<file path="config.mk">
export PLATFORM = sky130hd
export DESIGN_NAME = shift_add_multiplier
export DESIGN_NICKNAME = d
export VERILOG_FILES = /design/src/rtl/mul_pkg.sv /design/src/rtl/shift_add_multiplier.sv
export SDC_FILE = /design/constraint.sdc
export NUM_CORES = 1
export LEC_CHECK = 0
export BUFFER_PORTS_ARGS = -buffer_cell sky130_fd_sc_hd__clkbuf_2
export CAP_MARGIN = 10
export CORE_UTILIZATION = 50
export CTS_CLUSTER_DIAMETER = 150
export DETAILED_ROUTE_END_ITERATION = 8
export GPL_TIMING_DRIVEN = 0
export PLACE_DENSITY_LB_ADDON = 0.25
export SETUP_SLACK_MARGIN = 0.15
export SYNTH_ARGS = -nofsm -noshare
export SYNTH_HDL_FRONTEND = slang
export SYNTH_SLANG_ARGS = --single-unit
</file>
<file path="constraint.sdc">
create_clock -name clk -period 2.25 [get_ports clk]
set_clock_uncertainty 0.15 [all_clocks]
set_input_delay 0.675 -clock clk [delete_from_list [all_inputs] [get_ports clk]]
set_output_delay 0.675 -clock clk [all_outputs]
set_load 0.1 [all_outputs]
</file>
<file path="src/rtl/mul_pkg.sv">
// Shared definitions for the shift-and-add multiplier: FSM state encoding
// and the default operand width.
package mul_pkg;

  localparam int MUL_N_DEFAULT = 32;

  typedef enum logic [1:0] {
    IDLE = 2'd0,
    CALC = 2'd1,
    DONE = 2'd2
  } mul_state_t;

endpackage

</file>
<file path="src/rtl/shift_add_multiplier.sv">
// Sequential unsigned N x N -> 2N shift-and-add multiplier.
// The 2N-bit adder lives outside this block: each CALC cycle the partial sum
// is presented on alu_a/alu_b and the sum comes back combinationally on alu_sum.
// Optional feature: define MUL_EARLY_TERM_EN to leave CALC as soon as the
// remaining multiplier bits are all zero instead of always running N cycles.
//
// Handshake: start is sampled only while ready is high (state IDLE); an
// accepted start captures both operands on that edge, later operand changes
// are ignored. done is a one-cycle pulse in which product already holds the
// new result; product then holds until the next accepted start completes.
module shift_add_multiplier
  import mul_pkg::*;
#(
  parameter int N = MUL_N_DEFAULT
) (
  input  logic             clk,
  input  logic             rst,
  input  logic             start,
  input  logic [N-1:0]     multiplicand,
  input  logic [N-1:0]     multiplier,
  output logic             ready,
  output logic             busy,
  output logic             done,
  output logic [2*N-1:0]   product,
  output logic [2*N-1:0]   alu_a,
  output logic [2*N-1:0]   alu_b,
  input  logic [2*N-1:0]   alu_sum,
  output mul_state_t       o_dbg_state
);

  localparam int CNT_W = (N > 1) ? $clog2(N) : 1;
  localparam logic [CNT_W-1:0] CNT_LAST = CNT_W'(N - 1);

  mul_state_t         r_state;
  logic [2*N-1:0]     r_mcand;
  logic [N-1:0]       r_mplier;
  logic [2*N-1:0]     r_acc;
  logic [CNT_W-1:0]   r_cnt;
  logic [2*N-1:0]     r_product;
  logic               r_ready;
  logic               r_busy;
  logic               r_done;
  logic               w_term;

  // Termination: the last of N iterations, or (optionally) no set bits left.
`ifdef MUL_EARLY_TERM_EN
  assign w_term = (r_cnt == CNT_LAST) || ((r_mplier >> 1) == '0);
`else
  assign w_term = (r_cnt == CNT_LAST);
`endif

  // Adder operands: partial sum plus the shifted multiplicand when the
  // current multiplier bit is set; quiet (zero) outside CALC.
  always_comb begin
    alu_a = '0;
    alu_b = '0;
    if (r_state == CALC) begin
      alu_a = r_acc;
      alu_b = r_mplier[0] ? r_mcand : '0;
    end
  end

  // FSM with datapath registers and registered status outputs.
  always_ff @(posedge clk) begin
    if (rst) begin
      r_state   <= IDLE;
      r_mcand   <= '0;
      r_mplier  <= '0;
      r_acc     <= '0;
      r_cnt     <= '0;
      r_product <= '0;
      r_ready   <= 1'b1;
      r_busy    <= 1'b0;
      r_done    <= 1'b0;
    end else begin
      case (r_state)
        IDLE: begin
          if (start) begin
            r_mcand  <= {{N{1'b0}}, multiplicand};
            r_mplier <= multiplier;
            r_acc    <= '0;
            r_cnt    <= '0;
            r_state  <= CALC;
            r_ready  <= 1'b0;
            r_busy   <= 1'b1;
          end
        end
        CALC: begin
          r_acc    <= alu_sum;
          r_mcand  <= r_mcand << 1;
          r_mplier <= r_mplier >> 1;
          r_cnt    <= r_cnt + 1'b1;
          if (w_term) begin
            r_product <= alu_sum;
            r_state   <= DONE;
            r_busy    <= 1'b0;
            r_done    <= 1'b1;
          end
        end
        DONE: begin
          r_state <= IDLE;
          r_done  <= 1'b0;
          r_ready <= 1'b1;
        end
        default: begin
          r_state <= IDLE;
          r_busy  <= 1'b0;
          r_done  <= 1'b0;
          r_ready <= 1'b1;
        end
      endcase
    end
  end

  assign ready       = r_ready;
  assign busy        = r_busy;
  assign done        = r_done;
  assign product     = r_product;
  assign o_dbg_state = r_state;

endmodule

</file>
# Word level (Yosys, flattened, before mapping)
# Index checks and enable logic that the tools add are counted.
# totals
regBits,234
wordCells,47
output_inout_bits,197
inputBits,131
# classes
addsub,1
mux,21
n_eq_ne,5
bitwise_logic,3
reduce_logical,8
# ops
op,count
64-bit two-way mux,5
64-bit one-hot mux with 2 select lines,2
32-bit one-hot mux with 2 select lines,1
32-bit two-way mux,1
5-bit one-hot mux with 2 select lines,1
2-bit AND reduction,5
5-bit by 1-bit adder with 5-bit output (second input constant),1
5-bit equality test (second input constant),1
5-bit two-way mux,1
1-bit two-way mux,4
2-bit two-way mux,2
2-bit != test (second input constant),2
1-bit one-hot mux with 2 select lines,2
2-bit one-hot mux with 2 select lines,1
1-bit inverter,3
1-bit one-hot mux with 3 select lines,1
3-bit AND reduction,1
2-bit by 1-bit equality test with 1-bit output (second input constant),1
2-bit equality test (second input constant),1
2-bit zero test,1
2-bit nonzero test,1

# Depth between registers and ports, before layout
# Gate-level depths: netlist of run 1.
# depth
ltp_word,3
depth_mapped,7
mapped_depth_nobuf,6

# Worst setup path after synthesis of run 1
# No wires, ideal clock.
# synth_path
path_kind,reg-to-output
from,"register r_state[0], in the netlist o_dbg_state[0]"
to,output port alu_b[10]
t_required_ns,1.425
arrival_time_ns,2.720
n_path_buf,4
path_stages_with_launch,7
setup_slack_ns,-1.295
cell_sequence,dfxtp_1 -> buf_4 -> nor2b_1 -> buf_2 -> buf_2 -> clkbuf_1 -> and3_1
# synth_between
elab_chain_len,2
# synth_rtl
item,line_no,text
from (decl),shift_add_multiplier.sv:34,mul_state_t r_state;
from (signal assigned),shift_add_multiplier.sv:66,r_state <= IDLE;
from (signal assigned),shift_add_multiplier.sv:83,r_state <= CALC;
from (signal assigned),shift_add_multiplier.sv:95,r_state <= DONE;
2-bit by 1-bit equality test with 1-bit output,shift_add_multiplier.sv:57,if (r_state == CALC) begin
64-bit two-way mux,shift_add_multiplier.sv:57,
to (decl),shift_add_multiplier.sv:26,"output logic [2*N-1:0] alu_b,"
# Every way passes these cells.

# Worst setup path in the final report of run 1
# layout_path
from,"register r_state[0], in the netlist o_dbg_state[0]"
to,output port alu_b[52]
# Same word-level chain as after synthesis.

==> impl_metrics.json, run 1 <==
{
  "status": "finished, violations left",
  "violations": "negative setup slack",
  "seqPwrFrac_pct": 42.5,
  "rsz0062_at_grt": "yes",
  "switching_share_pct": 28.01,
  "final_layout_size_suffix_gt1_share_pct": 43.38,
  "root_buffer": "clkbuf_16",
  "synthArstFlopShare_pct": 0,
  "drt.antenna.violating_nets": 0,
  "cts_tree": "done",
  "nets": 1557,
  "coreArea_sq_mm": 0.01821,
  "worstMarginPinSlew_ps": 751.5,
  "worstReg2RegStart": "o_dbg_state[0]$_SDFFE_PP0P_",
  "fillers": 768,
  "gr-total-overflow": 0,
  "synth-main-ff-cell": "dfxtp_1",
  "crit_path_start": "o_dbg_state[0]$_SDFFE_PP0P_",
  "dp_cells": 1602,
  "synth_edf_count": 0,
  "hold_depth": 3,
  "syn-cell-area_sq_mm": 0.009428,
  "grt_pass1_wl_mm": 58.11,
  "comb_power_share_pct": 16.6,
  "core.rowCount": 49,
  "p_sw_mw": 2.921,
  "yosys_warnings": 0,
  "grt_start_max_net_pins": 14,
  "pwr-share-clk_pct": 40.9,
  "fmax_mhz": 355.8,
  "ir_worst_vdd_v": 0.0005491,
  "dieArea_sq_mm": 0.01941,
  "final.period_utilization_pct": 124.9,
  "syn2layout_area_growth_pct": 69.74,
  "cellPowerDensity_mw_per_mm2": 651.8,
  "yosysSeqAreaShare_pct": 49.69,
  "final_cell_mix": "dfxtp_1, nor2_1, clkbuf_16",
  "wl_mm": 40.33,
  "slew_headroom_pct": 49.90,
  "drv_slew": 0,
  "viasPerCell": 6.125,
  "die_w_um": 139.3,
  "synthDistinctLibCells": 37,
  "final_hold_viol_count": 0,
  "wl_per_cell_um": 24.12,
  "numPortBuffers": 325,
  "end_kind": "primary output",
  "ys_ff_latch": 234,
  "numCtsBuffers": 25,
  "clockBufferDepth": 3,
  "syn_avg_cell_area_sq_um": 8.996,
  "r2r_cells": 9,
  "instances_no_fill": 1672,
  "p_leak_nw": 6.858,
  "post-route-drc-count": 0,
  "setup_viol_count_final": 129,
  "final_common_cell": "dfxtp_1",
  "clk_pin_slew_ps": 60,
  "place_congestion": 0.8268,
  "antenna_found_initial": 0,
  "num_io_pins": 328,
  "syn_inst": 1048,
  "pre_cts_slack_ps": -489.1,
  "synth_fp_nets": 1181,
  "hp-class": "primary input to register",
  "path_class": "register to primary output",
  "track_usage_pct": 37.95,
  "firstDrtPassIters": 7,
  "intPower_mw": 7.509,
  "htree_levels": 1,
  "reg2reg_slack_ps": -150,
  "fin_ws_ps": -561.0,
  "grt_pass1_vias": 10070,
  "start_kind": "register",
  "start_util_pct": 51.78,
  "max-cap-violations": 0,
  "layout_min_cycle_time_ps": 2811,
  "diodes": 0,
  "cts_sinks": 234,
  "clkLatencyLatePin_ps": 520,
  "drt_iter0_markers": 840,
  "arrival_ps": 1990,
  "cts_hold_buf": 0,
  "crit_required_ps": 1420,
  "cp_max_fo": 10,
  "dieHeight_um": 139.3,
  "min_from": "multiplicand[21]",
  "vias": 10240,
  "hpwl_mm": 20.60
}
==> critical path: stages (launching register included) <==
cell and delay [ps]:
dfxtp_4 350, buf_6 90, nor2b_4 160, buf_12 150, buf_12 150, buf_8 140
and3_4 220, clkbuf_16 200
==> final cells by class <==
type	instances	area (sq um)	area share (%)
Multi-Input combinational cell	704	4737	29.60
Timing Repair Buffer	349	4649	29.05
Inverter	1	3.754	0.02346
Clock inverter	6	58.81	0.3675
Tap cell	229	286.5	1.790
Clock buffer	40	783.3	4.894
Sequential cell	234	4692	29.32
Buffer	109	792.0	4.949
==> Yosys cell counts, drive strengths merged, types with 2 or more instances <==
cell type  count  area, sq um
ha             2        25.02
a22o          64        560.5
and3          65        406.6
a211oi        31        232.7
nand2b        34        212.7
or3b          31        271.5
buf           51        295.3
a22oi         98        735.7
and2          64        400.4
a21oi         64        331.6
nor3          32        160.2
dfxtp        234         4684
clkbuf        58        217.7
nand2         37        138.9
nor2         165        619.3
nand3          2        10.01
==> timing repair <==
action	CTS	global route
endpoints found under the hold margin	0	0
buffers inserted	6	8
gates cloned	4	6
setup endpoints to repair	247	313
gates resized for setup	485	28
pin swaps	0	1
==> cells by family (layout without fill, tap and decap cells) <==
kind of cell | after synthesis | after routing | synth area share [%]
DFF | 234 | 234 | 49.69
buffers and inverters | 110 | 505 | 5.481
adders and majority gates | 2 | 2 | 0.2654
and+or+nand+nor | 434 | 434 | 23.91
AOI/OAI and AO/OA | 268 | 268 | 20.65
==> metal layers <==
metal | vias up | global-route usage (%) | share of wire [%]
met5 | - | 0 | 0
met4 | 0 | 21.58 | 6.0
met3 | 171 | 8.156 | 8.3
met2 | 662 | 68.90 | 50
met1 | 4949 | 40.73 | 35
li1 | 4459 | - | -
==> power by group through the flow <==
stage               clock [mW]  sequential (mW)  combinational (mW)
global placement             0             4.50                1.34
floorplan                    0             4.51               0.964
detailed placement           0             4.51                1.36
global route              4.43             4.45                1.81
CTS                       4.19             4.42                1.57
finish                    4.27             4.43                1.73
==> worst paths after layout <==
path	to
worst max register to register	r_acc[39]$_SDFFE_PP0P_
worst min register to register	ready$_SDFFE_PP1P_
worst max-delay path	alu_b[52]
worst min-delay path	r_mcand[21]$_SDFFE_PP0P_
==> sequential cells by signal, summed over array words and instances, names as in the netlist <==
register	count
product	64
r_acc	64
r_mcand	64
r_mplier	32
r_cnt	5
o_dbg_state	2
busy	1
done	1
ready	1
==> through the flow <==
stage | area, sq um | hold WS, ps | utilization [%] | TNS (ps) | power [mW]
after CTS | 15780 | 213.8 | 86.64 | -64560 | 10.17
after detailed placement | 11950 | 292.3 | 65.62 | -53000 | 5.862
after global routing | 16000 | 236.2 | 87.89 | -72030 | 10.68
after global placement | 11950 | 282.8 | 65.62 | -51220 | 5.835
final | 16000 | 224.2 | 87.89 | -66050 | 10.43
after floorplan | 10040 | 297.7 | - | -23540 | 5.475
Power figures use the tool's default switching activity.
==> inputs of run 2 (changes only) <==
clock period = 2.7 ns   (was 2.25 ns; I/O delays follow)
==> run 2 against run 1 <==
  * The flow still finishes with violations (negative setup slack)
  * Non-clock buffer count is the same
  * Routed wire length increased by 8.9%
  * Clock power down 16%
  * Sequential share of layout area up 0.23 points
  * Power fell by 16%
  * Largest cell class unchanged
==> impl_metrics.json, run 2 (synthesis gave the netlist of run 1 again) <==
{
  "status": "finished, violations left",
  "violations": "negative setup slack",
  "ir_worst_vdd_v": 0.0006427,
  "p_leak_nw": 6.851,
  "clockBufferDepth": 3,
  "path_class": "register to primary output",
  "hpwl_mm": 20.63,
  "diodes": 0,
  "num_io_pins": 328,
  "grt_pass1_wl_mm": 61.93,
  "arrival_ps": 2050,
  "nets": 1557,
  "whs_ps": 311.3,
  "start_util_pct": 51.78,
  "final.period_utilization_pct": 111.6,
  "viasPerCell": 6.519,
  "final_hold_viol_count": 0,
  "htree_levels": 1,
  "dieArea_sq_mm": 0.01941,
  "final_cell_mix": "dfxtp_1, clkbuf_2, clkbuf_16, nor2_1, a22oi_1",
  "numCtsBuffers": 25,
  "rsz0062_at_grt": "yes",
  "slew_headroom_pct": 51.83,
  "start_kind": "register",
  "drt_iter0_markers": 1141,
  "setup_viol_count_final": 128,
  "dp_cells": 1602,
  "coreArea_sq_mm": 0.01821,
  "cellPowerDensity_mw_per_mm2": 554.2,
  "post-route-drc-count": 0,
  "wl_mm": 43.90,
  "critPathBufInv": 5,
  "total_power_mw": 8.795,
  "setup_tns_ps": -31090,
  "numPortBuffers": 325,
  "end_kind": "primary output",
  "die_w_um": 139.3,
  "clk_pin_slew_ps": 60,
  "track_usage_pct": 40.83,
  "vias": 10890,
  "clkLatencyLatePin_ps": 510,
  "max-cap-violations": 0,
  "syn2layout_area_growth_pct": 68.33,
  "cts_tree": "done",
  "cpLargestDelayFamily": "buffers and inverters",
  "wl_per_cell_um": 26.29,
  "cts_sinks": 234,
  "cp_max_fo": 9,
  "layout_min_cycle_time_ps": 3014,
  "dieHeight_um": 139.3,
  "grt_pass1_vias": 10880,
  "root_buffer": "clkbuf_16",
  "antenna_found_initial": 0,
  "firstDrtPassIters": 6,
  "crit_required_ps": 1740,
  "cts_hold_buf": 0,
  "fillers": 798,
  "drt.antenna.violating_nets": 0,
  "cp_slowest_cell": "dfxtp_4",
  "final_layout_size_suffix_gt1_share_pct": 42.89,
  "worstMarginPinSlew_ps": 722.5,
  "instances_no_fill": 1670,
  "fmax_mhz": 331.8,
  "slowest_delay_ps": 350,
  "grt_start_max_net_pins": 14,
  "cp_cell_sequence": "buf_6 -> nor2b_4 -> buf_12 -> buf_12 -> clkbuf_16 -> and3_4 -> clkbuf_16",
  "core.rowCount": 49,
  "fin_ws_ps": -314.2,
  "hp-class": "register to register",
  "drv_slew": 0,
  "gr-total-overflow": 0,
  "final_common_cell": "dfxtp_1",
  "place_congestion": 0.8309
}
run 2: worst paths after layout:
| path | from | to | slack, ps | cells past startpoint |
|---|---|---|---|---|
| worst max-delay path | o_dbg_state[0]$_SDFFE_PP0P_ | alu_b[17] | -310 | 7 |
| worst min-delay path | ready$_SDFFE_PP1P_ | ready$_SDFFE_PP1P_ | 310 | 2 |
| worst max register to register | o_dbg_state[0]$_SDFFE_PP0P_ | r_mcand[49]$_SDFFE_PP0P_ | 170 | 8 |
| worst min register to register | ready$_SDFFE_PP1P_ | ready$_SDFFE_PP1P_ | 310 | 2 |
run 2: layer usage:
layer / vias up / GRT usage, % / wire length (um)
met3: 358 / 9.738 / 4760
met4: 0 / 28.36 / 4163
met1: 5088 / 43.70 / 14690
met5: - / 0 / 0
met2: 984 / 71.17 / 20290
li1: 4457 / - / -
run 2: power breakdown:
group | switching, mW | internal (mW) | total (mW)
Combinational | 0.917 | 0.603 | 1.52
Sequential | 0.109 | 3.60 | 3.70
Clock | 1.46 | 2.11 | 3.57
run 2: per-stage QoR:
step	area [sq um]	util, %	setup slack (ps)
6_report	15870	87.16	-314.2
5_1_grt	15870	87.16	-351.9
4_1_cts	15710	86.25	-240.6
3_5_place_dp	11920	65.48	-222.5
3_3_place_gp	11920	65.48	-205.0
2_1_floorplan	10010	-	80.83
run 2: layout make-up:
class	count	area [sq um]	area share [%]
plain buffers	109	794.5	5.006
clock buffers	38	754.5	4.754
clock inverters	6	80.08	0.5046
inverters	1	3.754	0.02365
multi-input cells	704	4715	29.71
flip-flops and latches	234	4690	29.55
well taps	229	286.5	1.805
repair buffers	349	4547	28.65
run 2: worst min-delay path: cells and delay by family, from the launching register on:
kind	cells	cell delay, ps
simple gates	2	100
flops	1	320
run 2: timing repair:
item | in CTS | in global routing
buffers inserted | 11 | 2
resized for setup | 421 | 15
setup endpoints to repair | 128 | 128
pin swaps | 1 | 0
cloned | 6 | 5
==> inputs of run 3 (changes only) <==
CORE_UTILIZATION = 54   (was 50)
clock period = 3.6 ns   (was 2.7 ns; I/O delays follow)
==> run 3 against run 2 <==
  * The flow now finishes without violations
  * Combinational power shrank 43%
  * Clock power down 28%
  * Global-route usage is 8.2 points lower
  * Final cell count down 2.1%
  * Worst setup slack better by 550 ps
  * Non-clock buffer count fell by 24
  * First-iteration DRC count is 40% lower
  * Via count decreased by 13%
  * Die area shrank 7.3%
  * Cell area is 15% lower
  * Critical endpoint is now alu_b[36]
  * Largest cell class is now flip-flops and latches
  * Highest routed layer unchanged
==> impl_metrics.json, run 3 (synthesis gave the netlist of run 1 again) <==
{
  "setup_viol_count_final": 0,
  "ir_worst_vdd_v": 0.0003968,
  "wl_mm": 30.86,
  "crit_required_ps": 2370,
  "nets": 1532,
  "finish.utilization_pct": 80.06,
  "whs_ps": 298.6,
  "crit_path_end": "alu_b[36]",
  "grt_pass1_vias": 9012,
  "start_kind": "register",
  "final_layout_size_suffix_gt1_share_pct": 41.34,
  "final_common_cell": "dfxtp_1",
  "diodes": 0,
  "fin_area_sq_mm": 0.01347,
  "rsz0062_at_grt": "yes",
  "clk_pin_slew_ps": 60,
  "cellPowerDensity_mw_per_mm2": 460.5,
  "numCtsBuffers": 24,
  "p_leak_nw": 6.136,
  "fmax_mhz": 297.1,
  "reg2reg_slack_ps": 1320,
  "clkLatencyLatePin_ps": 500,
  "grt_pass1_wl_mm": 46.95,
  "drv_slew": 0,
  "vias": 9473,
  "crit_path_start": "o_dbg_state[0]$_SDFFE_PP0P_",
  "max-cap-violations": 0,
  "reg2reg_to": "product[20]$_SDFFE_PP0P_",
  "arrival_ps": 2140,
  "status": "complete, no violations",
  "track_usage_pct": 32.63,
  "setup_tns_ps": 0,
  "grt_start_max_net_pins": 20,
  "cts_tree": "done",
  "instances_no_fill": 1635,
  "cp_max_fo": 10,
  "core.rowCount": 47,
  "final_hold_viol_count": 0,
  "dieArea_sq_mm": 0.01799,
  "syn2layout_area_growth_pct": 42.83,
  "wl_per_cell_um": 18.87,
  "clockBufferDepth": 3,
  "layout_min_cycle_time_ps": 3366,
  "final.period_utilization_pct": 93.51,
  "place_congestion": 0.8709,
  "numPortBuffers": 325,
  "total_power_mw": 6.201,
  "cts_sinks": 234,
  "fillers": 1033,
  "fin_ws_ps": 233.6,
  "final_cell_mix": "dfxtp_1, clkbuf_2, nor2_1",
  "root_buffer": "clkbuf_16",
  "hp-class": "register to register",
  "num_io_pins": 328,
  "viasPerCell": 5.794,
  "firstDrtPassIters": 7,
  "drt_iter0_markers": 679,
  "end_kind": "primary output",
  "placed_area_sq_mm": 0.01149,
  "antenna_found_initial": 0,
  "start_util_pct": 56.06,
  "hpwl_mm": 20.33,
  "worstReg2RegStart": "r_cnt[0]$_SDFFE_PP0P_",
  "worstMarginPinSlew_ps": 745.0,
  "gr-total-overflow": 0,
  "path_class": "register to primary output",
  "htree_levels": 1,
  "pre_cts_slack_ps": 156.6,
  "r2r_cells": 7,
  "dieHeight_um": 134.1,
  "slew_headroom_pct": 50.33,
  "die_w_um": 134.1,
  "drt.antenna.violating_nets": 0,
  "dp_cells": 1593,
  "post-route-drc-count": 0,
  "coreArea_sq_mm": 0.01682
}
## run 3: cell types whose count changed in the layout (fill, tap and decap cells not counted), moves of 5 or more
cell	change
buf_8	+42
and2_2	+64
clkbuf_1	+5
clkbuf_4	+28
buf_4	-5
and3_4	-64
clkbuf_16	-140
clkbuf_8	+48
and2_4	-64
and3_2	+64
## run 3: worst max-delay path, stage by stage, from the launching register on
cell	delay [ps]
dfxtp_2	320
buf_4	160
nor2b_1	140
buf_4	180
buf_4	190
clkbuf_4	210
and3_2	240
buf_12	180
## run 3: final cells by class
cell class	instances	area, sq um	share of cell area, %
clock inverters	7	110.1	0.8177
repair buffers	326	2724	20.23
well taps	220	275.3	2.044
multi-input cells	704	4387	32.58
flip-flops and latches	234	4686	34.80
clock buffers	35	713.2	5.296
plain buffers	108	566.8	4.209
inverters	1	3.754	0.02788
## run 3: how the worst min path moves through the flow
stage,start,endpoint,slack [ps],cells past startpoint
finish,ready$_SDFFE_PP1P_,ready$_SDFFE_PP1P_,300,2
global route,ready$_SDFFE_PP1P_,ready$_SDFFE_PP1P_,320,2
CTS,ready$_SDFFE_PP1P_,ready$_SDFFE_PP1P_,300,2
detailed placement,ready$_SDFFE_PP1P_,ready$_SDFFE_PP1P_,290,2
global placement,ready$_SDFFE_PP1P_,ready$_SDFFE_PP1P_,280,2
floorplan,r_mplier[31]$_SDFFE_PP0P_,r_mplier[31]$_SDFFE_PP0P_,300,2
## run 3: metal layers
metal	global-route usage, %	part of all wire (%)	vias to the layer above
li1	-	-	4405
met1	38.94	39	4533
met2	56.56	50	444
met3	6.311	7.3	91
met4	15.11	4.2	0
met5	0	0	-
## run 3: power breakdown
group          total, mW  internal, mW  switching [mW]
registers           2.76          2.70          0.0613
logic              0.867         0.302           0.565
clock network       2.58          1.58           0.994
## run 3: timing repair
| action | 4_1_cts | 5_1_grt |
|---|---|---|
| endpoints found under the setup margin | 128 | 128 |
| hold buffers | 0 | 0 |
| buffers inserted | 0 | 1 |
| gates cloned | 0 | 0 |
| resized for setup | 251 | 91 |
